$ cat config.mk
export PLATFORM = sky130hd
export DESIGN_NAME = lzc_norm_pipe
export DESIGN_NICKNAME = d
export VERILOG_FILES = /design/src/rtl/lzc_norm_pipe.sv
export SDC_FILE = /design/constraint.sdc
export NUM_CORES = 1
export LEC_CHECK = 0
export ABC_AREA = 1
export CAP_MARGIN = 20
export CORE_UTILIZATION = 63
export DETAILED_ROUTE_END_ITERATION = 7
export GPL_TIMING_DRIVEN = 0
export HOLD_SLACK_MARGIN = 0.08
export PLACE_DENSITY_LB_ADDON = 0.12
export RECOVER_POWER = 50
export SYNTH_ARGS = -nofsm -noshare
export SYNTH_HDL_FRONTEND = slang
export SYNTH_SLANG_ARGS = --single-unit
$ cat constraint.sdc
create_clock -name clk_i -period 12.99 [get_ports clk_i]
set_input_delay 1.9485 -clock clk_i [delete_from_list [all_inputs] [get_ports clk_i]]
set_output_delay 1.9485 -clock clk_i [all_outputs]
set_load 0.05 [all_outputs]
$ cat src/rtl/lzc_norm_pipe.sv
// lzc_norm_pipe: two-stage leading/trailing zero counter and normaliser.
//
// Stage 1 bit-reverses the operand for trailing-zero mode, then registers a 2-bit zero count and
// an all-zero flag for each nibble. Stage 2 merges the nibble counts and shifts the operand.
// The result appears two cycles after acceptance. Stalls from out_ready_i propagate back to
// in_ready_o combinationally.
//
// Ports
//   clk_i, rst_i       clock (rising edge); asynchronous active-high reset
//   flush_i            synchronous flush; empties both stages, overrides the handshake
//   in_valid_i/_ready_o  input handshake
//   in_data_i          operand, WIDTH bits
//   in_mode_i          0 = leading-zero count, 1 = trailing-zero count
//   in_tag_i           sideband tag, carried unchanged with the operand
//   out_valid_o/out_ready_i  output handshake
//   out_count_o        zero count, 0..WIDTH
//   out_all_zero_o     operand was all zeros
//   out_norm_o         operand shifted so that the first one lands on the counted end
//   out_mode_o, out_tag_o  mode and tag of this result
module lzc_norm_pipe #(
  parameter int unsigned WIDTH = 32,
  parameter int unsigned TAG_W = 4,
  localparam int unsigned CW   = $clog2(WIDTH) + 1
) (
  input  logic             clk_i,
  input  logic             rst_i,
  input  logic             flush_i,
  input  logic             in_valid_i,
  output logic             in_ready_o,
  input  logic [WIDTH-1:0] in_data_i,
  input  logic             in_mode_i,
  input  logic [TAG_W-1:0] in_tag_i,
  output logic             out_valid_o,
  input  logic             out_ready_i,
  output logic [CW-1:0]    out_count_o,
  output logic             out_all_zero_o,
  output logic [WIDTH-1:0] out_norm_o,
  output logic             out_mode_o,
  output logic [TAG_W-1:0] out_tag_o
);

  localparam int unsigned NumNib = WIDTH / 4;

  // Handshake
  logic s1_valid_q, s1_valid_d;
  logic out_valid_q, out_valid_d;
  logic s1_en, s2_en;

  assign s2_en      = ~out_valid_q | out_ready_i;
  assign s1_en      = ~s1_valid_q | s2_en;
  assign in_ready_o = s1_en;

  always_comb begin
    s1_valid_d  = s1_valid_q;
    out_valid_d = out_valid_q;
    if (s1_en) s1_valid_d = in_valid_i;
    if (s2_en) out_valid_d = s1_valid_q;
    if (flush_i) begin
      s1_valid_d  = 1'b0;
      out_valid_d = 1'b0;
    end
  end

  // Stage 1: orient the operand so the counted end is always the MSB, then count per nibble.
  // Nibble 0 is the most significant nibble of the oriented operand.
  logic [WIDTH-1:0]           d_c;
  logic [NumNib-1:0][1:0]     nib_cnt_c;
  logic [NumNib-1:0]          nib_zero_c;

  always_comb begin
    d_c        = '0;
    nib_cnt_c  = '0;
    nib_zero_c = '0;
    for (int b = 0; b < WIDTH; b++) begin
      d_c[b] = in_mode_i ? in_data_i[WIDTH-1-b] : in_data_i[b];
    end
    for (int j = 0; j < NumNib; j++) begin
      logic [3:0] nib;
      nib           = d_c[WIDTH-1-4*j -: 4];
      nib_zero_c[j] = (nib == 4'b0000);
      if (nib[3])      nib_cnt_c[j] = 2'd0;
      else if (nib[2]) nib_cnt_c[j] = 2'd1;
      else if (nib[1]) nib_cnt_c[j] = 2'd2;
      else             nib_cnt_c[j] = 2'd3;
    end
  end

  logic [WIDTH-1:0]       d_q, data_q;
  logic [NumNib-1:0][1:0] nib_cnt_q;
  logic [NumNib-1:0]      nib_zero_q;
  logic                   mode_q;
  logic [TAG_W-1:0]       tag_q;

  always_ff @(posedge clk_i or posedge rst_i) begin
    if (rst_i) begin
      s1_valid_q <= 1'b0;
      d_q        <= '0;
      data_q     <= '0;
      nib_cnt_q  <= '0;
      nib_zero_q <= '0;
      mode_q     <= 1'b0;
      tag_q      <= '0;
    end else begin
      s1_valid_q <= s1_valid_d;
      if (s1_en) begin
        d_q        <= d_c;
        data_q     <= in_data_i;
        nib_cnt_q  <= nib_cnt_c;
        nib_zero_q <= nib_zero_c;
        mode_q     <= in_mode_i;
        tag_q      <= in_tag_i;
      end
    end
  end

  // Stage 2: the first non-zero nibble decides the count. Scanning from the far end lets the
  // lowest index win.
  logic [CW-1:0]    count_c;
  logic             all_zero_c;
  logic [WIDTH-1:0] norm_c;

  always_comb begin
    count_c = CW'(WIDTH);
    for (int j = NumNib - 1; j >= 0; j--) begin
      if (!nib_zero_q[j]) count_c = CW'(4 * j) + CW'(nib_cnt_q[j]);
    end
    all_zero_c = ~|d_q;
    if (all_zero_c)  norm_c = '0;
    else if (mode_q) norm_c = data_q >> count_c;
    else             norm_c = data_q << count_c;
  end

  logic [CW-1:0]    count_q;
  logic             all_zero_q;
  logic [WIDTH-1:0] norm_q;
  logic             omode_q;
  logic [TAG_W-1:0] otag_q;

  always_ff @(posedge clk_i or posedge rst_i) begin
    if (rst_i) begin
      out_valid_q <= 1'b0;
      count_q     <= '0;
      all_zero_q  <= 1'b0;
      norm_q      <= '0;
      omode_q     <= 1'b0;
      otag_q      <= '0;
    end else begin
      out_valid_q <= out_valid_d;
      if (s2_en) begin
        count_q    <= count_c;
        all_zero_q <= all_zero_c;
        norm_q     <= norm_c;
        omode_q    <= mode_q;
        otag_q     <= tag_q;
      end
    end
  end

  assign out_valid_o    = out_valid_q;
  assign out_count_o    = count_q;
  assign out_all_zero_o = all_zero_q;
  assign out_norm_o     = norm_q;
  assign out_mode_o     = omode_q;
  assign out_tag_o      = otag_q;

endmodule

==> impl_metrics.tcl, run 1 <==
set metrics [dict create \
    status "complete, but fails checks" \
    violations "design-rule violations, max-capacitance violations, max-slew violations" \
    r2r_slack_ps 9770 \
    netlist_top_cells_area "dfrtp_1 37%, nand3_1 21%, nand2_1 18%, o21ai_0 4.8%, inv_1 3.9%" \
    grt_max_degree 105 \
    rsz0062_at_grt "false" \
    p_leak_nw 5.40 \
    startpoint_type "primary input" \
    max-cap-violations 2 \
    fmax_ghz 0.123 \
    dieArea_sq_mm 0.0154 \
    numCtsBuffers 17 \
    viasPerCell 6.74 \
    cp.required_ps 12240 \
    ios 88 \
    min_from "out_norm_o[29]" \
    synthesis.area_sq_mm 0.00937 \
    drive_gt1_frac 0.0639 \
    place.port_buffers 86 \
    grt_overflow 0 \
    yosysTopAreaCellShare 0.371 \
    grt_pass1_wl_mm 60.8 \
    post_cts_buffers 0 \
    antenna_found_initial 2 \
    whs_path_depth 2 \
    min_to "out_norm_o[29]" \
    hpwlAfterDp_mm 28.9 \
    die_h_um 124 \
    drc 2 \
    slew_viol_final 142 \
    wl_mm 39.5 \
    nNetsFinal 1579 \
    endpoint_kind "asynchronous set/reset pin" \
    cts_hold_buf 0 \
    insertion_delay_ps 440 \
    clkSinkCount 139 \
    syn-num-nets 1473 \
    avgSynthCellArea_sq_um 6.55 \
    hold_viol 0 \
    ys_seq_elements 139 \
    first_global_vias 11100 \
    grtUsageTotal 0.548 \
    place_congestion 1.13 \
    vias 11700 \
    ys.warnings.count 0 \
    cts_tree "built" \
    fin_worst_skew_ps 13.5 \
    power_density_mw_per_mm2 141 \
    start_util 0.645 \
    die_width_um 124 \
    hp-class "reg2reg" \
    period_needed_ps 8110 \
    post_cts_resized 0 \
    synthDistinctLibCells 32 \
    setup_violations 0 \
    dr.pass1.iters 8 \
    placed_cell_area_sq_mm 0.0105 \
    core_sq_mm 0.0145 \
    fin_tns_setup_ps 0 \
    synth_largest_area_cell "dfrtp_1" \
    cts_root_buf "clkbuf_16" \
    max-vdd-ir-drop_v 0.000117 \
    critPathKind "in2async" \
    synthCells 1431 \
    rr_worst_depth 9 \
    antenna_left 0 \
    ys_seq_area_frac 0.371 \
    multiInputGateArea_sq_mm 0.00505 \
    final_area_sq_mm 0.0111 \
    routedWlPerCell_um 22.8 \
    seqCellArea_sq_mm 0.00348 \
    htreeDepth 4 \
    n_antenna_cell 0 \
    relSlewSlack -2.59 \
    crit_path_max_fanout 104 \
    fill_cells 1125 \
    clkSlewWorstSetupHoldPaths_ps 70 \
    timing.rr.end "out_norm_o[20]" \
    worstPathArrival_ps 7360 \
    rows 44 \
    dr.first_iter.drc_count 2534 \
    cts_buffer_depth 2 \
    syn2layout_area_growth_pct 18.0 \
    r2r_start "d_q[5]" \
    worst_slew_pin_slew_ps 5380 \
    min_period_over_period 0.624 \
]
metrics by stage:
stage                     hold WS (ps)  power (mW)  instances  setup WS [ps]  utilization
final                              480        1.56       1734           4880        0.761
after global routing               500        1.61       1734           3590        0.761
after CTS                          485        1.52       1734           5970        0.763
after detailed placement           465        1.03       1702           6050        0.722
after global placement             461        1.02       1701           5620        0.720
after floorplan                    449       0.852       1431           7320            -
state kept, by name, summed over array words and instances, names as in the netlist:
name	count
d_q	32
data_q	32
out_norm_o	32
nib_cnt_q	16
nib_zero_q	8
out_count_o	6
out_tag_o	4
tag_q	4
mode_q	1
out_all_zero_o	1
out_mode_o	1
out_valid_o	1
s1_valid_q	1
critical path, cell delays in order:
cell and delay (ps):
dlygate4sd3_1 550, clkinvlp_2 920, clkbuf_1 3810
worst max path at each step:
stage / start / end / slack [ps] / depth (start not counted)
floorplan: rst_i / d_q[0] / 7320 / 1
global placement: rst_i / out_norm_o[13] / 5620 / 2
detailed placement: out_ready_i / in_ready_o / 6050 / 9
CTS: out_ready_i / in_ready_o / 5970 / 9
global route: rst_i / d_q[26] / 3590 / 3
finish: rst_i / d_q[26] / 4880 / 3
cell families (layout without fill, tap and decap cells):
family / Yosys count / after routing / synth area share
simple gates: 934 / 934 / 0.444
flops: 139 / 139 / 0.371
compound gates: 161 / 161 / 0.0951
buf+inv: 197 / 316 / 0.0897
synthesized netlist by cell type (all sizes together):
master	instances
a21oi	45
nor3	3
clkbuf	50
buf	43
o21a	2
o32ai	8
nor2	43
o21bai	3
nand4	24
nand3	391
nor4	6
nand2	467
dfrtp	139
o211ai	1
o21ai	98
clkinv	2
inv	102
a21o	4
layer usage:
| layer | wire length (um) | global-route usage |
|---|---|---|
| met1 | 13600 | 0.662 |
| met5 | 69 | 0.0382 |
| met2 | 15700 | 0.752 |
| met4 | 2740 | 0.305 |
| met3 | 7370 | 0.320 |
placed cells by master (no fill, tap or decap), types with 2 or more instances in the layout:
cell type	count
nand2_1	447
nand3_1	391
dfrtp_1	139
inv_1	96
o21ai_0	92
clkdlybuf4s50_1	81
clkbuf_1	51
a21oi_1	42
nor2_1	38
nand4_1	24
nand2_2	18
clkbuf_16	17
buf_2	15
buf_1	13
buf_4	9
o32ai_1	8
nor4_1	6
inv_2	5
buf_6	5
o21ai_1	5
inv_6	5
inv_8	5
dlygate4sd3_1	5
nor2_2	4
a21o_1	4
o21bai_1	3
clkinv_1	2
nand2_4	2
a21oi_2	2
nor3_2	2
o21a_1	2
power breakdown:
group	leakage [nW]	total, mW	internal [mW]	switching, mW
sequential	1.67	0.509	0.479	0.0294
clock	0.292	0.507	0.275	0.232
combinational	3.44	0.540	0.158	0.382
cell type report:
class | instances | share of cell area
Buffer | 93 | 0.0407
Sequential cell | 139 | 0.314
Clock buffer | 17 | 0.0385
Inverter | 104 | 0.0354
Tap cell | 184 | 0.0208
Clock inverter | 15 | 0.0152
Multi-Input combinational cell | 1095 | 0.457
Timing Repair Buffer | 87 | 0.0782
Note: power is estimated with default switching activity, not from simulation.
==> run 2: changes to the inputs <==
- CORE_UTILIZATION: 63 -> 53
- clock period: 12.99 -> 7.3 ns (I/O delays scaled with it)
==> run 2 against run 1 <==
Against the previous run:
- the flow finishes with violations (max-capacitance violations, max-slew violations)
- utilization down 12 points
- sequential cell count is the same
- via count fell by 1.7%
- final area rose by 0.59%
- critical path type is now in2out
==> impl_metrics.tcl, run 2 (same netlist as run 1, synthesis figures left out) <==
set metrics [dict create \
    r2r_start "d_q[24]" \
    cts_hold_buf 0 \
    crit_slowest_cell "clkdlybuf4s50_1" \
    grt_pass1_wl_mm 61.1 \
    drc 0 \
    die_width_um 135 \
    timing.rr.end "out_norm_o[20]" \
    swShare 0.408 \
    startpoint_type "primary input" \
    die_h_um 135 \
    grt_max_degree 101 \
    cts_tree "built" \
    worstPathArrival_ps 4530 \
    slew_viol_final 142 \
    fin_tns_setup_ps 0 \
    cpPeakStageDelay_ps 780 \
    antenna_left 0 \
    setup.worst_path.start "out_ready_i" \
    dieArea_sq_mm 0.0182 \
    hp-class "reg2reg" \
    power_density_mw_per_mm2 250 \
    p_leak_nw 5.40 \
    place.port_buffers 86 \
    wl_mm 41.1 \
    start_util 0.542 \
    antenna_found_initial 0 \
    status "complete, but fails checks" \
    pwr-share-comb 0.344 \
    final_common_cell "nand2_1" \
    cp_cell_sequence "dlygate4sd3_1 -> nor2_1 -> inv_1 -> nor2_1 -> inv_1 -> buf_2 -> buf_1 -> buf_1 -> clkdlybuf4s50_1" \
    min_period_over_period 0.771 \
    max-vdd-ir-drop_v 0.000227 \
    core_sq_mm 0.0173 \
    numCtsBuffers 17 \
    p_sw_mw 1.14 \
    endpoint "in_ready_o" \
    max-cap-violations 2 \
    fmax_ghz 0.178 \
    crit_path_max_fanout 10 \
    hpwlAfterDp_mm 31.4 \
    cp.required_ps 6200 \
    routedWlPerCell_um 23.2 \
    rr_worst_depth 9 \
    n_antenna_cell 0 \
    critPathKind "in2out" \
    endpoint_kind "output port" \
    rsz0062_at_grt "false" \
    cts_buffer_depth 2 \
    place_congestion 1.03 \
    layout_common_cells "447 x nand2_1, 391 x nand3_1, 139 x dfrtp_1, 96 x inv_1, 90 x o21ai_0" \
    violations "max-capacitance violations, max-slew violations" \
    period_needed_ps 5620 \
    vias 11500 \
    setup_violations 0 \
    dr.pass1.iters 7 \
    syn2layout_area_growth_pct 18.7 \
    seq_power_share 0.325 \
    drive_gt1_frac 0.0639 \
    post_cts_resized 0 \
    clkSinkCount 139 \
    grt_overflow 0 \
    hold_viol 0 \
    first_global_vias 10600 \
    r2r_slack_ps 4080 \
    clkSlewWorstSetupHoldPaths_ps 70 \
    htreeDepth 4 \
    post_cts_buffers 0 \
    intPower_mw 1.65 \
    cts_root_buf "clkbuf_16" \
    nNetsFinal 1579 \
    relSlewSlack -0.661 \
    insertion_delay_ps 450 \
    ios 88 \
    rows 48 \
    dr.first_iter.drc_count 2107 \
    viasPerCell 6.48 \
    grtUsageTotal 0.461 \
    final_area_sq_mm 0.0111 \
    placed_cell_area_sq_mm 0.0105 \
    clockPowerShare 0.331 \
    fin_worst_skew_ps 12.2 \
    worst_slew_pin_slew_ps 2490 \
]
[run 2: how the worst min path moves through the flow]
stage / slack [ps] / endpoint / cells past startpoint / startpoint
2_1_floorplan: 450 / d_q[0] / 2 / d_q[0]
5_1_grt: 490 / out_norm_o[18] / 2 / out_norm_o[18]
6_report: 480 / out_norm_o[2] / 2 / out_norm_o[2]
4_1_cts: 480 / nib_cnt_q[5] / 2 / nib_cnt_q[5]
3_3_place_gp: 460 / d_q[16] / 2 / d_q[16]
3_5_place_dp: 460 / out_norm_o[31] / 2 / out_norm_o[31]
[run 2: worst max-delay path: cells and delay by family]
kind / cells / cell delay (ps)
and+or+nand+nor: 2 / 850
buffers and inverters: 7 / 2560
[run 2: routing by layer]
metal / GRT usage / routed length (um) / vias to the layer above
li1: - / - / 4987
met4: 0.205 / 1850 / 0
met3: 0.163 / 6450 / 198
met1: 0.614 / 15400 / 5294
met5: 0 / 0 / -
met2: 0.671 / 17400 / 1021
[run 2: power groups by stage]
stage                     clock, mW  sequential (mW)  combinational [mW]
after detailed placement          0            0.916               0.924
after CTS                     0.914            0.903               0.930
after global placement            0            0.911               0.921
after floorplan                   0             1.06               0.452
after global routing          0.947            0.911                1.02
final                         0.922            0.904               0.959
[run 2: cell type report]
cell class / instances / area (sq um)
timing repair buffer: 87 / 866
clock inverter: 14 / 180
multi-input combinational: 1095 / 5050
clock buffer: 17 / 425
buffer: 93 / 450
fill: 1566 / 6170
tap: 225 / 282
sequential: 139 / 3480
inverter: 104 / 392
[run 2: through the flow]
step | utilization | std cells | setup WS [ps] | hold WS, ps | power [mW]
after global placement | 0.608 | 1742 | 802 | 462 | 1.83
after CTS | 0.645 | 1774 | 1850 | 483 | 2.75
after global routing | 0.643 | 1774 | 1540 | 489 | 2.87
final | 0.643 | 1774 | 1680 | 475 | 2.79
after floorplan | - | 1431 | 2480 | 449 | 1.52
after detailed placement | 0.610 | 1743 | 1880 | 465 | 1.84
==> run 3: changes to the inputs <==
- CORE_UTILIZATION: 53 -> 59
- clock period: 7.3 -> 5.7 ns (I/O delays scaled with it)
==> run 3 against run 2 <==
Against the previous run:
- the flow finishes with violations (design-rule violations, max-capacitance violations, max-slew violations)
- sequential share of layout area up 0.092 points
- largest power group unchanged
- total power grew 26%
- critical path depth stayed put
- combinational power grew 27%
- register-to-register slack got worse by 1700 ps
- largest cell class unchanged
==> impl_metrics.tcl, run 3 (same netlist as run 1, synthesis figures left out) <==
set metrics [dict create \
    relSlewSlack -0.605 \
    endpoint_kind "output port" \
    wl_mm 39.3 \
    place_congestion 1.11 \
    setup_ws_ps 235 \
    first_global_vias 10900 \
    start_util 0.610 \
    core_sq_mm 0.0154 \
    max-vdd-ir-drop_v 0.000249 \
    met3_usage 0.235 \
    seq_power_share 0.330 \
    slew_viol_final 142 \
    setup_violations 0 \
    layout_common_cells "447 x nand2_1, 391 x nand3_1, 139 x dfrtp_1, 96 x inv_1, 90 x o21ai_0" \
    min_period_over_period 0.959 \
    numCtsBuffers 17 \
    cts_hold_buf 0 \
    worstPathArrival_ps 4610 \
    grt_pass1_wl_mm 60.0 \
    die_h_um 128 \
    grt_max_degree 100 \
    post_cts_resized 0 \
    drive_gt1_frac 0.0645 \
    place.port_buffers 86 \
    cts_buffer_depth 2 \
    syn2layout_area_growth_pct 18.4 \
    power_density_mw_per_mm2 316 \
    grtUsageTotal 0.496 \
    post_cts_buffers 0 \
    grt_overflow 0 \
    routedWlPerCell_um 22.3 \
    r2r_start "d_q[4]" \
    antenna_left 0 \
    cp.required_ps 4850 \
    grt_use_met1 0.627 \
    critPathKind "in2out" \
    viasPerCell 6.67 \
    hpwlAfterDp_mm 29.3 \
    nNetsFinal 1579 \
    clockPowerShare 0.322 \
    final_util 0.722 \
    finalNonFillerCells 1761 \
    grtUsageMet2 0.708 \
    dr.first_iter.drc_count 2653 \
    insertion_delay_ps 440 \
    grt.busiest_layer "met2" \
    cts_root_buf "clkbuf_16" \
    final_common_cell "nand2_1" \
    htreeDepth 4 \
    clkSlewWorstSetupHoldPaths_ps 70 \
    clkSinkCount 139 \
    violations "design-rule violations, max-capacitance violations, max-slew violations" \
    antenna_found_initial 3 \
    intPower_mw 2.04 \
    fin_hold_ws_ps 475 \
    r2r_slack_ps 2370 \
    vias 11700 \
    fmax_ghz 0.183 \
    rows 45 \
    rr_worst_depth 9 \
    fin_worst_skew_ps 9.13 \
    worst_slew_pin_slew_ps 2410 \
    drc 40 \
    crit_path_max_fanout 10 \
    hp-class "reg2reg" \
    dp_slack_ps 643 \
    rsz0062_at_grt "false" \
    min_to "out_norm_o[19]" \
    timing.rr.end "out_norm_o[20]" \
    final_area_sq_mm 0.0111 \
    fin_tns_setup_ps 0 \
    pwr-share-comb 0.348 \
    whs_path_depth 2 \
    dr.pass1.iters 8 \
    cts_tree "built" \
    startpoint_type "primary input" \
    ios 88 \
    min_from "out_norm_o[19]" \
    status "complete, but fails checks" \
    period_needed_ps 5470 \
    p_sw_mw 1.47 \
    p_total_mw 3.51 \
    numPlacedInstances 1729 \
    die_width_um 128 \
    placed_cell_area_sq_mm 0.0105 \
    swShare 0.419 \
    p_leak_nw 5.42 \
    dieArea_sq_mm 0.0164 \
    max-cap-violations 2 \
    n_antenna_cell 0 \
    hold_viol 0 \
]
-- run 3: cell count changes in the layout (fill, tap and decap cells not counted), sizes merged --
cell,delta
clkdlybuf4s50,-8
bufinv,-2
clkinvlp,-2
dlygate4sd3,+8
clkinv,+1
inv,+4
-- run 3: worst max-delay path: stages --
cell and delay (ps):
dlygate4sd3_1 540, nor2_1 740, inv_1 280, nor2_1 330
inv_1 160, buf_2 220, buf_1 310, buf_1 360
clkdlybuf4s50_1 800
-- run 3: how the worst max path moves through the flow --
stage                 from        endpoint  slack, ps  cells past startpoint
3_3_place_gp         rst_i  out_norm_o[15]       -570                      2
5_1_grt        out_ready_i      in_ready_o        190                      9
4_1_cts        out_ready_i      in_ready_o        610                      9
6_report       out_ready_i      in_ready_o        230                      9
3_5_place_dp   out_ready_i      in_ready_o        640                      9
2_1_floorplan        rst_i          d_q[0]       1120                      1
-- run 3: power by group through the flow --
stage / Combinational (mW) / Clock, mW / Sequential [mW]
6_report: 1.22 / 1.13 / 1.16
3_5_place_dp: 1.17 / 0 / 1.17
4_1_cts: 1.18 / 1.12 / 1.15
5_1_grt: 1.29 / 1.16 / 1.16
2_1_floorplan: 0.579 / 0 / 1.36
3_3_place_gp: 1.16 / 0 / 1.17
-- run 3: layer usage --
metal / wire, um / part of all wire / vias up
li1: - / - / 4990
met1: 14000 / 0.36 / 5323
met2: 15500 / 0.40 / 1141
met3: 7000 / 0.18 / 286
met4: 2650 / 0.068 / 4
met5: 23 / 0.00059 / -
-- run 3: layout make-up --
| type | instances | area (sq um) |
|---|---|---|
| fill | 1274 | 4280 |
| buffer | 93 | 450 |
| clock buffer | 17 | 425 |
| clock inverter | 15 | 165 |
| inverter | 104 | 392 |
| tap | 211 | 264 |
| timing repair buffer | 87 | 866 |
| multi-input combinational | 1095 | 5050 |
| sequential | 139 | 3480 |
